==> config.mk <==
export PLATFORM = sky130hd
export DESIGN_NAME = shift_operand_stage
export DESIGN_NICKNAME = d
export VERILOG_FILES = /design/src/rtl/shift_operand_stage.sv
export SDC_FILE = /design/constraint.sdc
export NUM_CORES = 1
export LEC_CHECK = 0
export BUFFER_PORTS_ARGS = -buffer_cell sky130_fd_sc_hd__buf_2
export CAP_MARGIN = 20
export CORE_UTILIZATION = 46
export DETAILED_ROUTE_END_ITERATION = 8
export PLACE_DENSITY = 0.87
export SETUP_SLACK_MARGIN = 0.2
export SYNTH_ARGS = -nofsm -noshare
export SYNTH_HDL_FRONTEND = slang
export SYNTH_SLANG_ARGS = --single-unit
==> constraint.sdc <==
create_clock -name clk -period 3 [get_ports clk]
set_input_delay 0.6 -clock clk [delete_from_list [all_inputs] [get_ports clk]]
set_output_delay 0.6 -clock clk [all_outputs]
set_load 0.05 [all_outputs]
==> src/rtl/shift_operand_stage.sv <==
// ARM32 operand-2 decode stage: normalises shift encodings, precomputes the
// shifter carry-out and presents the result through a 2-entry skid buffer.
module shift_operand_stage #(
  parameter int TAG_W = 8
) (
  input  logic             clk,
  input  logic             rst,
  input  logic             flush,
  input  logic             in_valid,
  output logic             in_ready,
  input  logic [31:0]      instr,
  input  logic [31:0]      rm_val,
  input  logic [31:0]      rs_val,
  input  logic             carry_in,
  input  logic [TAG_W-1:0] in_tag,
  output logic             out_valid,
  input  logic             out_ready,
  output logic [31:0]      shift_in,
  output logic [1:0]       shift_op,
  output logic [31:0]      shift_amt,
  output logic             shift_carry,
  output logic             rrx_bit,
  output logic [TAG_W-1:0] out_tag
);

  localparam logic [1:0] OP_LSL = 2'b00;
  localparam logic [1:0] OP_LSR = 2'b01;
  localparam logic [1:0] OP_ASR = 2'b10;
  localparam logic [1:0] OP_ROR = 2'b11;

  typedef struct packed {
    logic [31:0]      data;
    logic [1:0]       op;
    logic [5:0]       amt;
    logic             carry;
    logic             rrx;
    logic [TAG_W-1:0] tag;
  } payload_t;

  typedef enum logic [1:0] {
    S_EMPTY = 2'd0,
    S_ONE   = 2'd1,
    S_FULL  = 2'd2
  } state_t;

  state_t   state_q, state_d;
  payload_t or_q, or_d;
  payload_t sr_q, sr_d;
  logic     in_ready_q;

  payload_t    dec_s;
  logic [7:0]  a_s;
  logic [4:0]  lsl_idx_s;
  logic [4:0]  rgt_idx_s;
  logic [31:0] imm32_s;
  logic [5:0]  rot_amt_s;
  logic [31:0] rot_val_s;
  logic [1:0]  t_s;
  logic        accept_s;
  logic        drain_s;
  logic        unused_s;

  assign unused_s = ^{instr[31:26], instr[24:12], rs_val[31:8]};

  // Operand-2 decode into normalised shifter controls and carry-out
  always_comb begin
    dec_s     = '0;
    t_s       = instr[6:5];
    a_s       = instr[4] ? rs_val[7:0] : {3'd0, instr[11:7]};
    // LSL carries from bit 32-A; right shifts from bit A-1 (A=32 wraps to 31)
    lsl_idx_s = 5'd0 - a_s[4:0];
    rgt_idx_s = a_s[4:0] - 5'd1;
    imm32_s   = {24'd0, instr[7:0]};
    rot_amt_s = {1'b0, instr[11:8], 1'b0};
    rot_val_s = (imm32_s >> rot_amt_s) | (imm32_s << (6'd32 - rot_amt_s));
    dec_s.tag = in_tag;
    if (instr[25]) begin
      dec_s.data  = imm32_s;
      dec_s.op    = OP_ROR;
      dec_s.amt   = rot_amt_s;
      dec_s.carry = (instr[11:8] == 4'd0) ? carry_in : rot_val_s[31];
    end else begin
      dec_s.data = rm_val;
      dec_s.op   = t_s;
      if (a_s == 8'd0) begin
        if (instr[4] || (t_s == OP_LSL)) begin
          dec_s.amt   = 6'd0;
          dec_s.carry = carry_in;
        end else if (t_s == OP_ROR) begin
          // RRX: one-bit logical right shift with old C injected at bit 31
          dec_s.op    = OP_LSR;
          dec_s.amt   = 6'd1;
          dec_s.rrx   = carry_in;
          dec_s.carry = rm_val[0];
        end else begin
          dec_s.amt   = 6'd32;
          dec_s.carry = rm_val[31];
        end
      end else begin
        case (t_s)
          OP_LSL: begin
            dec_s.amt   = (a_s > 8'd32) ? 6'd32 : a_s[5:0];
            dec_s.carry = (a_s > 8'd32) ? 1'b0 : rm_val[lsl_idx_s];
          end
          OP_LSR: begin
            dec_s.amt   = (a_s > 8'd32) ? 6'd32 : a_s[5:0];
            dec_s.carry = (a_s > 8'd32) ? 1'b0 : rm_val[rgt_idx_s];
          end
          OP_ASR: begin
            dec_s.amt   = (a_s >= 8'd32) ? 6'd32 : a_s[5:0];
            dec_s.carry = (a_s >= 8'd32) ? rm_val[31] : rm_val[rgt_idx_s];
          end
          OP_ROR: begin
            dec_s.amt   = {1'b0, a_s[4:0]};
            dec_s.carry = (a_s[4:0] == 5'd0) ? rm_val[31] : rm_val[rgt_idx_s];
          end
          default: begin
            dec_s.amt   = 6'd0;
            dec_s.carry = carry_in;
          end
        endcase
      end
    end
  end

  assign out_valid = (state_q != S_EMPTY);
  assign in_ready  = in_ready_q;
  assign accept_s  = in_valid & in_ready_q;
  assign drain_s   = out_valid & out_ready;

  // Skid-buffer next state and register loads
  always_comb begin
    state_d = state_q;
    or_d    = or_q;
    sr_d    = sr_q;
    case (state_q)
      S_EMPTY: begin
        if (accept_s) begin
          or_d    = dec_s;
          state_d = S_ONE;
        end else begin
          state_d = S_EMPTY;
        end
      end
      S_ONE: begin
        if (accept_s && drain_s) begin
          or_d = dec_s;
        end else if (accept_s) begin
          sr_d    = dec_s;
          state_d = S_FULL;
        end else if (drain_s) begin
          state_d = S_EMPTY;
        end else begin
          state_d = S_ONE;
        end
      end
      S_FULL: begin
        if (drain_s) begin
          or_d    = sr_q;
          state_d = S_ONE;
        end else begin
          state_d = S_FULL;
        end
      end
      default: begin
        state_d = S_EMPTY;
      end
    endcase
    // Flush kills everything but leaves the last data on the outputs
    if (flush) begin
      state_d = S_EMPTY;
      or_d    = or_q;
      sr_d    = sr_q;
    end else begin
      state_d = state_d;
    end
  end

  // State, ready flag and payload registers
  always_ff @(posedge clk) begin
    if (rst) begin
      state_q    <= S_EMPTY;
      in_ready_q <= 1'b1;
      or_q       <= '0;
      sr_q       <= '0;
    end else begin
      state_q    <= state_d;
      in_ready_q <= (state_d != S_FULL);
      or_q       <= or_d;
      sr_q       <= sr_d;
    end
  end

  assign shift_in    = or_q.data;
  assign shift_op    = or_q.op;
  assign shift_amt   = {26'd0, or_q.amt};
  assign shift_carry = or_q.carry;
  assign rrx_bit     = or_q.rrx;
  assign out_tag     = or_q.tag;

endmodule
==> metrics.txt <==
# TYPE chip_impl_metric gauge
chip_impl_metric{name="mappedNetlistArea",unit="um2"} 5610
chip_impl_metric{name="pwr-share-comb",unit=""} 0.226
chip_impl_metric{name="drt_first_iter_violations",unit=""} 430
chip_impl_metric{name="port_buffers",unit=""} 118
chip_impl_metric{name="filler_cell_count",unit=""} 1067
chip_impl_metric{name="postCtsHoldBufs",unit=""} 0
chip_impl_metric{name="finalClockSkew",unit="ns"} 0.00782
chip_impl_metric{name="hpwl",unit="um"} 9560
chip_impl_metric{name="grt_first_pass_wirelength",unit="um"} 22900
chip_impl_metric{name="htreeDepth",unit=""} 3
chip_impl_info{name="cpMaxStageDelayCell",value="sky130_fd_sc_hd__mux4_2"} 1
chip_impl_metric{name="power.internal",unit="uW"} 2410
chip_impl_metric{name="grt_antenna_before_repair",unit=""} 0
chip_impl_metric{name="die_area",unit="um2"} 12600
chip_impl_info{name="timing.critical_path.cells",value="buf_2, mux2_4, inv_6, buf_4, buf_4, mux4_2, mux2i_1, a31oi_1, o211ai_1, nand4_1, a31o_1"} 1
chip_impl_info{name="critPathTopFamily",value="multiplexers"} 1
chip_impl_metric{name="worst_path_largest_cell_delay",unit="ns"} 0.50
chip_impl_info{name="synth.largest_area_cell",value="sky130_fd_sc_hd__dfxtp_1"} 1
chip_impl_metric{name="worstRegToRegCells",unit=""} 7
chip_impl_info{name="ctsRootBufferMaster",value="sky130_fd_sc_hd__clkbuf_16"} 1
chip_impl_metric{name="worst-endpoint-arrival",unit="ns"} 2.77
chip_impl_metric{name="max-clock-path-buffers",unit=""} 2
chip_impl_metric{name="total_power",unit="uW"} 3480
chip_impl_metric{name="netlist_instances",unit=""} 672
chip_impl_metric{name="maxCapViolations",unit=""} 0
chip_impl_metric{name="hold_violations",unit=""} 0
chip_impl_metric{name="timing.max_slew.rel_slack",unit=""} 0.423
chip_impl_metric{name="yosys_register_bits",unit=""} 103
chip_impl_metric{name="yosys.area.top_type_share",unit=""} 0.368
chip_impl_metric{name="power.share.switching",unit=""} 0.306
chip_impl_metric{name="fin_crit",unit="ns"} 2.53
chip_impl_metric{name="cts_made_buffers",unit=""} 9
chip_impl_info{name="status",value="finished clean"} 1
chip_impl_metric{name="number_of_enable_flip_flop_cells_after_synthesis",unit=""} 0
chip_impl_metric{name="initial_utilization",unit=""} 0.481
chip_impl_info{name="holdCritStartpoint",value="shift_in[3]"} 1
chip_impl_metric{name="insertedDiodeCount",unit=""} 0
chip_impl_metric{name="first_global_vias",unit=""} 4493
chip_impl_metric{name="maxSlewViolCount",unit=""} 0
chip_impl_metric{name="die_x",unit="um"} 112
chip_impl_info{name="most-common-layout-cells",value="117 x sky130_fd_sc_hd__buf_2, 103 x sky130_fd_sc_hd__dfxtp_1, 92 x sky130_fd_sc_hd__nand2_1, 73 x sky130_fd_sc_hd__nor2_1, 57 x sky130_fd_sc_hd__a21oi_1"} 1
chip_impl_info{name="critical_path.endpoint_type",value="flip-flop"} 1
chip_impl_metric{name="timing.hold.worst_path_depth",unit=""} 2
chip_impl_info{name="r2r-end",value="shift_in[15]"} 1
chip_impl_metric{name="core.rowCount",unit=""} 39
chip_impl_metric{name="cp_num_buf_inv",unit=""} 4
chip_impl_metric{name="ys_types",unit=""} 52
chip_impl_metric{name="p_switching",unit="uW"} 1060
chip_impl_metric{name="synth.yosys.seq_area_share",unit=""} 0.368
chip_impl_metric{name="number_of_buffers_added_for_setup_after_cts",unit=""} 0
chip_impl_metric{name="max_clock_freq",unit="MHz"} 395
chip_impl_metric{name="drc_violations_left",unit=""} 0
chip_impl_metric{name="syn_to_layout_area_delta",unit="%"} 16.5
chip_impl_metric{name="standard_cell_core_area",unit="um2"} 11700
chip_impl_metric{name="detail-route-antenna-nets",unit=""} 0
chip_impl_metric{name="seq_power_share",unit=""} 0.415
chip_impl_metric{name="final_report_setup_violation_count",unit=""} 0
chip_impl_metric{name="path_max_fanout",unit=""} 9
chip_impl_metric{name="via_count",unit=""} 5100
chip_impl_metric{name="detail_route.wl_per_cell",unit="um"} 15.3
chip_impl_info{name="unrepaired_setup_endpoints_after_global_routing",value="false"} 1
chip_impl_metric{name="gp_routability_congestion",unit=""} 0.883
chip_impl_metric{name="post_cts_resized",unit=""} 0
chip_impl_metric{name="viasPerCell",unit=""} 5.61
chip_impl_info{name="worstHoldPathType",value="flip-flop to flip-flop"} 1
chip_impl_metric{name="synth_warnings",unit=""} 0
chip_impl_metric{name="drt_wl_total",unit="um"} 13900
chip_impl_metric{name="tns",unit="ns"} 0
chip_impl_metric{name="irDropWorstVdd",unit="uV"} 273
chip_impl_metric{name="clockPowerShare",unit=""} 0.360
chip_impl_info{name="critical-path-top-cell-by-count",value="sky130_fd_sc_hd__buf_4"} 1
chip_impl_metric{name="die_height",unit="um"} 112
chip_impl_info{name="timing.critical_path.from_type",value="input port"} 1
chip_impl_metric{name="final_layout_size_suffix_gt1_frac",unit=""} 0.221
chip_impl_metric{name="pwr_density_cell",unit="nW/um2"} 532
chip_impl_metric{name="maximum_number_of_pins_on_one_net_before_global_route_repair",unit=""} 83
chip_impl_metric{name="cts.clk_slew.worst_paths",unit="ns"} 0.07
chip_impl_info{name="min_delay_worst_endpoint",value="shift_in[3]"} 1
chip_impl_metric{name="tightest_slew",unit="ns"} 0.865
chip_impl_info{name="synth_area_leaders",value="sky130_fd_sc_hd__dfxtp_1 37%, sky130_fd_sc_hd__nand2_1 6.2%, sky130_fd_sc_hd__a211oi_1 5.4%, sky130_fd_sc_hd__a21oi_1 5.1%, sky130_fd_sc_hd__nor2_1 5.0%"} 1
chip_impl_info{name="worst-setup-path-type",value="input port to flip-flop"} 1
chip_impl_metric{name="globalRoute.totalOverflow",unit=""} 0
chip_impl_metric{name="required",unit="ns"} 3.24
chip_impl_metric{name="firstDrtPassIters",unit=""} 5
chip_impl_metric{name="synth_async_sr_flop_share",unit=""} 0
chip_impl_info{name="worst_r2r_startpoint",value="state_q[0]"} 1
chip_impl_metric{name="crit_share_post_route",unit=""} 0.844
chip_impl_info{name="mostFrequentLayoutCell",value="sky130_fd_sc_hd__buf_2"} 1
chip_impl_metric{name="cts_sinks",unit=""} 103
chip_impl_metric{name="worstSkewPairLatency",unit="ns"} 0.35
chip_impl_metric{name="grtUsageTotal",unit=""} 0.226
chip_impl_info{name="clock_tree_from_tritoncts",value="yes"} 1
chip_impl_metric{name="io_pins",unit=""} 188
chip_impl_info{name="synth-main-ff-cell",value="sky130_fd_sc_hd__dfxtp_1"} 1
chip_impl_metric{name="synth.avg_cell_area",unit="um2"} 8.35
chip_impl_metric{name="rrSetupSlack",unit="ns"} 0.67
chip_impl_metric{name="power.leakage",unit="uW"} 0.00265
chip_impl_metric{name="num-nets-final",unit=""} 875
## synth_stat cells (2+ instances only)
library cell,instances
sky130_fd_sc_hd__a21oi_1,57
sky130_fd_sc_hd__o21ai_0,8
sky130_fd_sc_hd__o211ai_1,14
sky130_fd_sc_hd__nand2_1,92
sky130_fd_sc_hd__xnor2_1,3
sky130_fd_sc_hd__a22oi_1,2
sky130_fd_sc_hd__or2_2,2
sky130_fd_sc_hd__nor2b_1,3
sky130_fd_sc_hd__a311oi_1,12
sky130_fd_sc_hd__nand3b_1,25
sky130_fd_sc_hd__mux2i_1,27
sky130_fd_sc_hd__a211oi_1,40
sky130_fd_sc_hd__mux4_2,8
sky130_fd_sc_hd__nand2b_1,3
sky130_fd_sc_hd__a32oi_1,2
sky130_fd_sc_hd__buf_4,26
sky130_fd_sc_hd__nand3_1,7
sky130_fd_sc_hd__ha_1,4
sky130_fd_sc_hd__clkbuf_1,50
sky130_fd_sc_hd__a31oi_1,3
sky130_fd_sc_hd__inv_1,8
sky130_fd_sc_hd__nor2_1,74
sky130_fd_sc_hd__buf_1,5
sky130_fd_sc_hd__nor3b_1,27
sky130_fd_sc_hd__dfxtp_1,103
sky130_fd_sc_hd__nor3_1,31
sky130_fd_sc_hd__nand4_1,4
sky130_fd_sc_hd__mux4_1,7
sky130_fd_sc_hd__xor2_1,2
## through the flow
step	setup slack (ns)	std cells	cell area (um2)	utilization	hold WS (ns)
after global routing	0.351	909	6540	0.560	0.461
after floorplan	0.119	697	5740	-	0.437
after global placement	0.131	893	6220	0.533	0.436
after detailed placement	0.102	893	6220	0.533	0.442
final	0.469	909	6540	0.560	0.445
after CTS	0.474	909	6540	0.560	0.450
## power by group through the flow
| stage | combinational, uW | clock, uW | sequential (uW) |
|---|---|---|---|
| floorplan | 466 | 0 | 1620 |
| global placement | 773 | 0 | 1470 |
| detailed placement | 781 | 0 | 1470 |
| CTS | 783 | 1270 | 1440 |
| global route | 843 | 1330 | 1450 |
| finish | 784 | 1250 | 1440 |
## state kept, by name, indices dropped and copies added, names as in the netlist
| signal | flops |
|---|---|
| out_tag | 8 |
| in_ready | 1 |
| sr_q | 50 |
| shift_amt | 6 |
| shift_in | 32 |
| state_q | 2 |
| shift_op | 2 |
| shift_carry | 1 |
| rrx_bit | 1 |
## worst max-delay path by stage
stage | from | endpoint | cells past startpoint
floorplan | instr[4] | sr_q[9] | 13
global placement | instr[4] | sr_q[9] | 11
global route | instr[4] | sr_q[9] | 11
finish | instr[4] | sr_q[9] | 11
detailed placement | instr[4] | sr_q[9] | 10
CTS | instr[4] | sr_q[9] | 10
## final cells by class
type,instances,area [um2],share of cell area
clock buffer,11,233,0.0356
tap,143,179,0.0274
sequential,103,2060,0.316
clock inverter,5,81.3,0.0124
timing repair buffer,136,741,0.113
inverter,9,38.8,0.00594
multi-input combinational,502,3200,0.490
## cells by family (layout without fill, tap and decap cells)
kind of cell / after synthesis / after routing / share of synthesized area
AO/OA/AOI/OAI: 148 / 148 / 0.173
XOR/XNOR: 6 / 6 / 0.0107
adder cells (fa/ha/maj): 4 / 4 / 0.00892
buffers and inverters: 92 / 161 / 0.0841
flip-flops: 103 / 103 / 0.368
multiplexers: 43 / 43 / 0.116
other: 1 / 26 / 0.000669
AND/OR/NAND/NOR: 275 / 275 / 0.239
## metal layers
layer  vias up  GRT usage  routed length, um
met1      2366      0.311               6400
met5         -          0                  0
met4         0     0.0898                307
met3        29     0.0421                772
met2       176      0.352               6410
li1       2529          -                  -
## worst register-to-register path: stages, from the launching register on
cell,delay [ns]
sky130_fd_sc_hd__dfxtp_1,0.49
sky130_fd_sc_hd__nor2b_1,0.21
sky130_fd_sc_hd__nor3_1,0.06
sky130_fd_sc_hd__a31oi_1,0.29
sky130_fd_sc_hd__or2_2,0.65
sky130_fd_sc_hd__buf_4,0.32
sky130_fd_sc_hd__a211oi_1,0.07
sky130_fd_sc_hd__nor3_1,0.16
Note: power is estimated with default switching activity, not from simulation.
